<file path="src/rtl/mem_pkg.sv">
// Shared definitions for the unified-memory arbiter: data-phase state encoding,
// requester port indices and default bus widths.
package mem_pkg;

  localparam int unsigned DEF_AW = 32;
  localparam int unsigned DEF_DW = 32;

  localparam int unsigned PORT_C = 0;
  localparam int unsigned PORT_D = 1;
  localparam int unsigned NUM_PORTS = 2;

  localparam logic [1:0] IDLE = 2'd0;
  localparam logic [1:0] RD_C = 2'd1;
  localparam logic [1:0] RD_D = 2'd2;

  typedef enum logic [1:0] {
    StIdle = IDLE,
    StRdC  = RD_C,
    StRdD  = RD_D
  } state_e;

endpackage

</file>
<file path="src/rtl/arb_age_cnt.sv">
// Saturating wait counter for one low-priority requester. promote_o is raised once the
// requester has been denied MaxWait consecutive cycles.
module arb_age_cnt #(
  parameter int unsigned MaxWait = 4,
  parameter int unsigned CntW    = 4
) (
  input  logic clk,
  input  logic reset,
  input  logic req_i,
  input  logic gnt_i,
  output logic promote_o
);

  logic [CntW-1:0] cnt_q, cnt_d;
  logic            at_max;

  assign at_max = (cnt_q == CntW'(MaxWait));

  always_comb begin
    cnt_d = cnt_q;
    if (!req_i || gnt_i) begin
      cnt_d = '0;
    end else if (!at_max) begin
      cnt_d = cnt_q + 1'b1;
    end
  end

  always_ff @(posedge clk or posedge reset) begin
    if (reset) begin
      cnt_q <= '0;
    end else begin
      cnt_q <= cnt_d;
    end
  end

  assign promote_o = at_max;

endmodule

</file>
<file path="src/rtl/mem_arbiter.sv">
// Two-port arbiter in front of the core's unified memory: fixed priority to the core,
// with an aging counter that periodically lets the DMA port through.
module mem_arbiter
  import mem_pkg::*;
#(
  parameter int unsigned AW      = DEF_AW,
  parameter int unsigned DW      = DEF_DW,
  parameter int unsigned MAXWAIT = 4
) (
  input  logic          clk,
  input  logic          reset,
  input  logic          c_req,
  input  logic          c_we,
  input  logic [AW-1:0] c_adr,
  input  logic [DW-1:0] c_wd,
  output logic          c_gnt,
  output logic [DW-1:0] c_rd,
  output logic          c_rvalid,
  input  logic          d_req,
  input  logic          d_we,
  input  logic [AW-1:0] d_adr,
  input  logic [DW-1:0] d_wd,
  output logic          d_gnt,
  output logic [DW-1:0] d_rd,
  output logic          d_rvalid,
  output logic          mem_en,
  output logic          mem_we,
  output logic [AW-1:0] mem_adr,
  output logic [DW-1:0] mem_wd,
  input  logic [DW-1:0] mem_rd
);

  logic                 promote;
  logic [NUM_PORTS-1:0] gnt;
  state_e               state_q, state_d;

  arb_age_cnt #(
    .MaxWait(MAXWAIT),
    .CntW   (4)
  ) u_age_cnt (
    .clk      (clk),
    .reset    (reset),
    .req_i    (d_req),
    .gnt_i    (gnt[PORT_D]),
    .promote_o(promote)
  );

  // Grants are masked while reset is held so every output reads 0 during reset.
  always_comb begin
    gnt = '0;
    if (!reset) begin
      if (promote && d_req) begin
        gnt[PORT_D] = 1'b1;
      end else if (c_req) begin
        gnt[PORT_C] = 1'b1;
      end else if (d_req) begin
        gnt[PORT_D] = 1'b1;
      end
    end
  end

  assign c_gnt = gnt[PORT_C];
  assign d_gnt = gnt[PORT_D];

  always_comb begin
    mem_en  = 1'b0;
    mem_we  = 1'b0;
    mem_adr = '0;
    mem_wd  = '0;
    unique case (gnt)
      2'b01: begin
        mem_en  = 1'b1;
        mem_we  = c_we;
        mem_adr = c_adr;
        mem_wd  = c_wd;
      end
      2'b10: begin
        mem_en  = 1'b1;
        mem_we  = d_we;
        mem_adr = d_adr;
        mem_wd  = d_wd;
      end
      default: ;
    endcase
  end

  // Data-phase tracking: the next state depends only on this cycle's grant, so a new
  // address phase can overlap the previous read's data phase.
  always_comb begin
    state_d = StIdle;
    if (gnt[PORT_C] && !c_we) begin
      state_d = StRdC;
    end else if (gnt[PORT_D] && !d_we) begin
      state_d = StRdD;
    end
  end

  always_ff @(posedge clk or posedge reset) begin
    if (reset) begin
      state_q <= StIdle;
    end else begin
      state_q <= state_d;
    end
  end

  assign c_rvalid = (state_q == StRdC);
  assign d_rvalid = (state_q == StRdD);
  assign c_rd     = c_rvalid ? mem_rd : '0;
  assign d_rd     = d_rvalid ? mem_rd : '0;

endmodule

</file>
<file path="config.mk">
export PLATFORM = sky130hd
export DESIGN_NAME = mem_arbiter
export DESIGN_NICKNAME = d
export VERILOG_FILES = /design/src/rtl/mem_pkg.sv /design/src/rtl/arb_age_cnt.sv /design/src/rtl/mem_arbiter.sv
export SDC_FILE = /design/constraint.sdc
export NUM_CORES = 1
export LEC_CHECK = 0
export CAP_MARGIN = 10
export CORE_AREA = 2 2 116 118
export CTS_CLUSTER_DIAMETER = 80
export CTS_CLUSTER_SIZE = 16
export DETAILED_ROUTE_END_ITERATION = 8
export DIE_AREA = 0 0 118 120
export GPL_ROUTABILITY_DRIVEN = 0
export SLEW_MARGIN = 0
export SYNTH_ARGS = -nofsm -noshare
export SYNTH_HDL_FRONTEND = slang
export SYNTH_SLANG_ARGS = --single-unit
</file>
<file path="constraint.sdc">
create_clock -name clk -period 5.55 [get_ports clk]
set_input_delay 1.665 -clock clk [delete_from_list [all_inputs] [get_ports clk]]
set_output_delay 1.665 -clock clk [all_outputs]
set_load 0.005 [all_outputs]
</file>
== Yosys cells after proc, flatten, opt, wreduce, memory -nomap -nowiden ==
Cells that the tools add are included.
W data, S select, Z words.

* Register bits: 6
* Bits in latches: 0
* Memory bits (writable): 0
* ROM bits: 0
* Input bits: 166
* Output and inout port bits: 134
* Memories: 0

* Add/sub/neg operators: 1
* $mul: 0
* Div/mod/pow operators: 0
* Magnitude comparators: 0
* Equal/unequal tests: 6
* Shift-type cells: 0
* Muxes and demuxes: 16
* Bitwise operators: 0
* Reductions and logical operators: 8

{| class="wikitable"
|+ Operators with widths
! operator !! count
|-
| $pmux W32 S2 || 2
|-
| $mux W32 || 2
|-
| $mux W4 || 2
|-
| $mux W1 || 6
|-
| $mux W2 || 3
|-
| $add A4 B1 Y4 const B || 1
|-
| $eq A2 B1 Y1 const B || 2
|-
| $eq A2 B2 Y1 const B || 2
|-
| $eq A4 B3 Y1 const B || 1
|-
| $logic_and A1 B1 Y1 || 3
|-
| $logic_not A1 Y1 || 3
|-
| $ne A2 B1 Y1 const B || 1
|-
| $pmux W1 S2 || 1
|-
| $reduce_or A2 Y1 || 1
|-
| $logic_or A1 B1 Y1 || 1
|}

== Logic depth before layout (Yosys ltp) ==
* Depth after elaboration: 7
* Mapped depth: 10
* Depth with buffers taken out: 8

== Hierarchy ==
Synthesis repeated with hierarchy kept, for this count alone.

* Cells, all modules: 262
* Area total of the unflattened synthesis: 1,757.9 µm²

{| class="wikitable"
|+ Modules (own cells, without submodules)
! module !! instances !! cells an instance !! area an instance (µm²) !! sequential area each (µm²)
|-
| mem_arbiter || 1 || 238 || 1,502.7 || 50.0
|-
| arb_age_cnt || 1 || 24 || 255.2 || 100.1
|}

== Worst setup path after synthesis ==
Ideal clock, no wire load.

* Path kind: input to output
* From: input d_req
* To: output mem_adr[15]
* Arrival: 2.885 ns
* Data required time: 3.885 ns
* Slack: 1.000 ns
* Stages: 7
* Path buffers: 2
* Cell sequence: inv_1 > o211ai_1 > inv_1 > ha_1 > buf_2 > clkbuf_1 > nor2_1

* Elaborated cells between the ends (all ways): 9
* Classes of those cells: eq/ne: 2; mux: 6; reduce/logical: 1

{| class="wikitable"
|+ RTL lines
! item !! RTL line !! source
|-
| start: declaration || mem_arbiter.sv:19 || <nowiki>input logic d_req,</nowiki>
|-
| $logic_and A1 B1 Y1 (*) || mem_arbiter.sv:52 || <nowiki>if (promote && d_req) begin</nowiki>
|-
| $mux W1 (*) || mem_arbiter.sv:52 ||
|-
| $mux W2 (*) || mem_arbiter.sv:51 || <nowiki>if (!reset) begin</nowiki>
|-
| net c_gnt || mem_arbiter.sv:16 || <nowiki>output logic c_gnt,</nowiki>
|-
| $eq A2 B2 Y1 or $eq A2 B1 Y1 (tied branches) || mem_arbiter.sv:70 || <nowiki>unique case (gnt)</nowiki>
|-
| $pmux W32 S2 (*) || mem_arbiter.sv:70 ||
|-
| end: declaration || mem_arbiter.sv:28 || <nowiki>output logic [AW-1:0] mem_adr,</nowiki>
|}

The timed path passes the listed nets; every way through them passes the cells marked *.

== Final worst setup path ==
* From: input c_req
* To: output mem_adr[2]

* Longest elaborated chain between the ends: 5
* Elaborated cells between the ends (all ways): 8
* Classes of those cells: eq/ne: 2; mux: 6

{| class="wikitable"
|+ RTL lines
! item !! RTL line !! source
|-
| start: declaration || mem_arbiter.sv:12 || <nowiki>input logic c_req,</nowiki>
|-
| $mux W1 || mem_arbiter.sv:54 || <nowiki>end else if (c_req) begin</nowiki>
|-
| $mux W1 || mem_arbiter.sv:52 ||
|-
| $mux W2 (*) || mem_arbiter.sv:51 ||
|-
| $eq A2 B2 Y1 or $eq A2 B1 Y1 (tied branches) || mem_arbiter.sv:70 ||
|-
| $pmux W32 S2 (*) || mem_arbiter.sv:70 ||
|}

Mark *: on every way between the ends. The rest lies on a longest branch, timed or not.

==> out/metrics.yaml <==
timing:
  setup_ws_ns: 0.0670
  layout_min_cycle_time_ns: 5.48
  fmaxAchievable_mhz: 182
  whs_ns: 0.570
  slew_headroom_pct: 80.9
  worst_slew_pin_slew_ns: 0.282
  finalCritPeriodShare_pct: 98.8
  setup_viol: 0
  finalHoldViolCount: 0
  fin_skew_ns: 0.00108
  final_max_slew_viol_count: 0
  tns_ns: 0
die:
  fp.coreArea_sq_um: 13000
  dieWidth_um: 118
  die_h_um: 120
  die_area_sq_um: 14200
  io_pins: 300
  start_util_pct: 12.6
  rows: 42
cells_and_area:
  n_antenna_cell: 0
  areaGrowthSynthToFinish_pct: 212
  fin_util_pct: 39.2
  final_common_cell: "clkdlybuf4s50_1"
  stdcell_count: 728
  drive_gt1_share_pct: 4.53
  final_cell_area_sq_um: 5080
  final_cell_mix: "clkdlybuf4s50_1, nor2_1, a22oi_1, and2_1, buf_4"
  nets: 724
pwr:
  vdd.ir_drop.worst_mv: 0.111
  combPwrFrac_pct: 64.3
  power_frac_clock_pct: 24.9
  power.density_nw_per_um2: 90.6
  power_frac_seq_pct: 10.7
  net-switching-power_uw: 126
  intPower_uw: 334
  sw_frac_of_total_pct: 27.4
  total_power_uw: 460
  p_leak_nw: 1.86
detailed_routing:
  drt_first_pass_iters: 4
  wire_per_inst_um: 15.7
  vias_per_cell: 4.27
  drc: 0
  drt_iter0_markers: 86
  routed_wl_mm: 11.5
  postRouteAntennaNets: 0
  num_vias: 3112
min_path:
  hp-class: "flop to flop"
  holdPathStages: 2
setup_path:
  path_buf_inv: 5
  cp-start-kind: "input port"
  r2r_slack_ns: 3.91
  cp.depth: 9
  cp_max_fo: 5
  crit_arrival_ns: 3.82
  cpPeakStageDelay_ns: 0.57
  critPathRequiredTime_ns: 3.88
  crit_chain: "clkdlybuf4s50_1 > o211ai_1 > buf_4 > inv_1 > ha_4 > buf_4 > a22oi_1 > nor2_1 > clkdlybuf4s50_1"
  crit_family: "buffers and inverters"
  cp_slowest_cell: "clkdlybuf4s50_1"
  ff2ff_path_depth: 7
  critPathKind: "input port to output pin"
  end_kind: "output pin"
logic_synthesis:
  yosysUniqueCellTypes: 21
  ys_seq_area_share_pct: 9.22
  ys_ff_latch: 6
  synthTopCellsByArea: "a22oi_1, and2_1, nor2_1"
  syn_inst: 259
  syn-cell-area_sq_um: 1630
  yosysTopAreaCellShare_pct: 30.0
  synth_fp_nets: 429
  ys_warn_count: 0
  syn_avg_cell_area_sq_um: 6.29
  yosysTopAreaCell: "a22oi_1"
global_route:
  grt_use_total_pct: 13.6
  grt_max_degree: 44
  antenna_found_initial: 0
  grt_pass1_vias: 2981
  overflow: 0
  grt_pass1_wl_mm: 15.5
cts:
  cts_buffer_depth: 2
  cts-buffers-inserted: 3
  clkSlewWorstSetupHoldPaths_ns: 0.03
  htreeDepth: 1
  cts_tree: "built"
  clk_latency_ns: 0.23
  cts_sinks: 6
  cts_root_buf: "clkbuf_16"
run_status:
  status: "completed"
place:
  dp_slack_ns: 0.0631
  placed_cells: 720
  hpwl_mm: 9.15
  place_area_sq_um: 4900
  portBuffers: 299
flow_run:
  maxCapViolations: 0
## path summary, 6_finish.rpt
path                                           startpoint                             end
max reg2reg                u_age_cnt.cnt_q[0]$_DFFE_PP0P_            state_q[1]$_DFF_PP0_
max in group asynchronous                           reset            state_q[0]$_DFF_PP0_
min                        u_age_cnt.cnt_q[3]$_DFFE_PP0P_  u_age_cnt.cnt_q[3]$_DFFE_PP0P_
max                                                 c_req                      mem_adr[2]
min in group asynchronous                           reset  u_age_cnt.cnt_q[1]$_DFFE_PP0P_
min reg2reg                u_age_cnt.cnt_q[3]$_DFFE_PP0P_  u_age_cnt.cnt_q[3]$_DFFE_PP0P_
## routing by layer
metal  GRT usage, %  vias up  part of all wire, %
li1               -     1492                    -
met1           14.4     1401                   39
met2           26.7      207                   51
met3           3.37       12                  9.0
met4           3.39        0                  1.2
met5              0        -                    0
## final cells by class
class / instances / area (sq um)
clock buffer: 3 / 75.1
fill: 1313 / 7900
inverter: 7 / 26.3
multi-input combinational: 219 / 1360
sequential: 6 / 150
tap: 176 / 220
timing repair buffer: 317 / 3260
## power groups by stage
| stage | clock (mW) | sequential, mW | combinational [mW] |
|---|---|---|---|
| 2_1_floorplan | 0 | 0.0492 | 0.0787 |
| 3_3_place_gp | 0 | 0.0496 | 0.285 |
| 6_report | 0.115 | 0.0494 | 0.296 |
| 4_1_cts | 0.115 | 0.0493 | 0.287 |
| 3_5_place_dp | 0 | 0.0498 | 0.286 |
| 5_1_grt | 0.120 | 0.0498 | 0.316 |
## synth_stat cells, drive strengths merged
cell type   n
dfrtp       6
clkbuf     11
ha          4
and2       64
nor2       70
a22oi      65
a211oi      1
nand4       2
o41ai       1
o21ai       1
nand3b      1
buf        16
mux2i       1
o211ai      2
a211o       1
nor2b       2
nand3       2
o2111ai     1
xnor2       1
inv         7
## registers in the layout, summed over array words and instances (netlist names)
signal / cells
state_q: 2
u_age_cnt.cnt_q: 4
## worst register-to-register path, cell delays in order, from the launching register on
cell and delay [ns]:
dfrtp_1 0.40, inv_1 0.13, ha_1 0.23, nand3b_4 0.14, a211o_1 0.33, buf_4 0.15, buf_4 0.14, nor2_2 0.06
## kinds of logic (layout without fill, tap and decap cells)
kind of cell,count (synthesis),in the layout,share of synthesized area (%)
adders and majority gates,4,4,3.07
xor gates and xnor gates,1,1,0.538
AOI/OAI and AO/OA,72,72,33.3
and+or+nand+nor,141,141,44.2
buffers and inverters,34,327,9.06
muxes,1,1,0.614
DFF,6,6,9.22
## timing repair
item                                    CTS  global route
buffers inserted                          0             2
hold buffers                              0             0
resized for setup                         0             2
endpoints found under the setup margin    0            24
No activity file was read; power rests on OpenSTA's default activity.
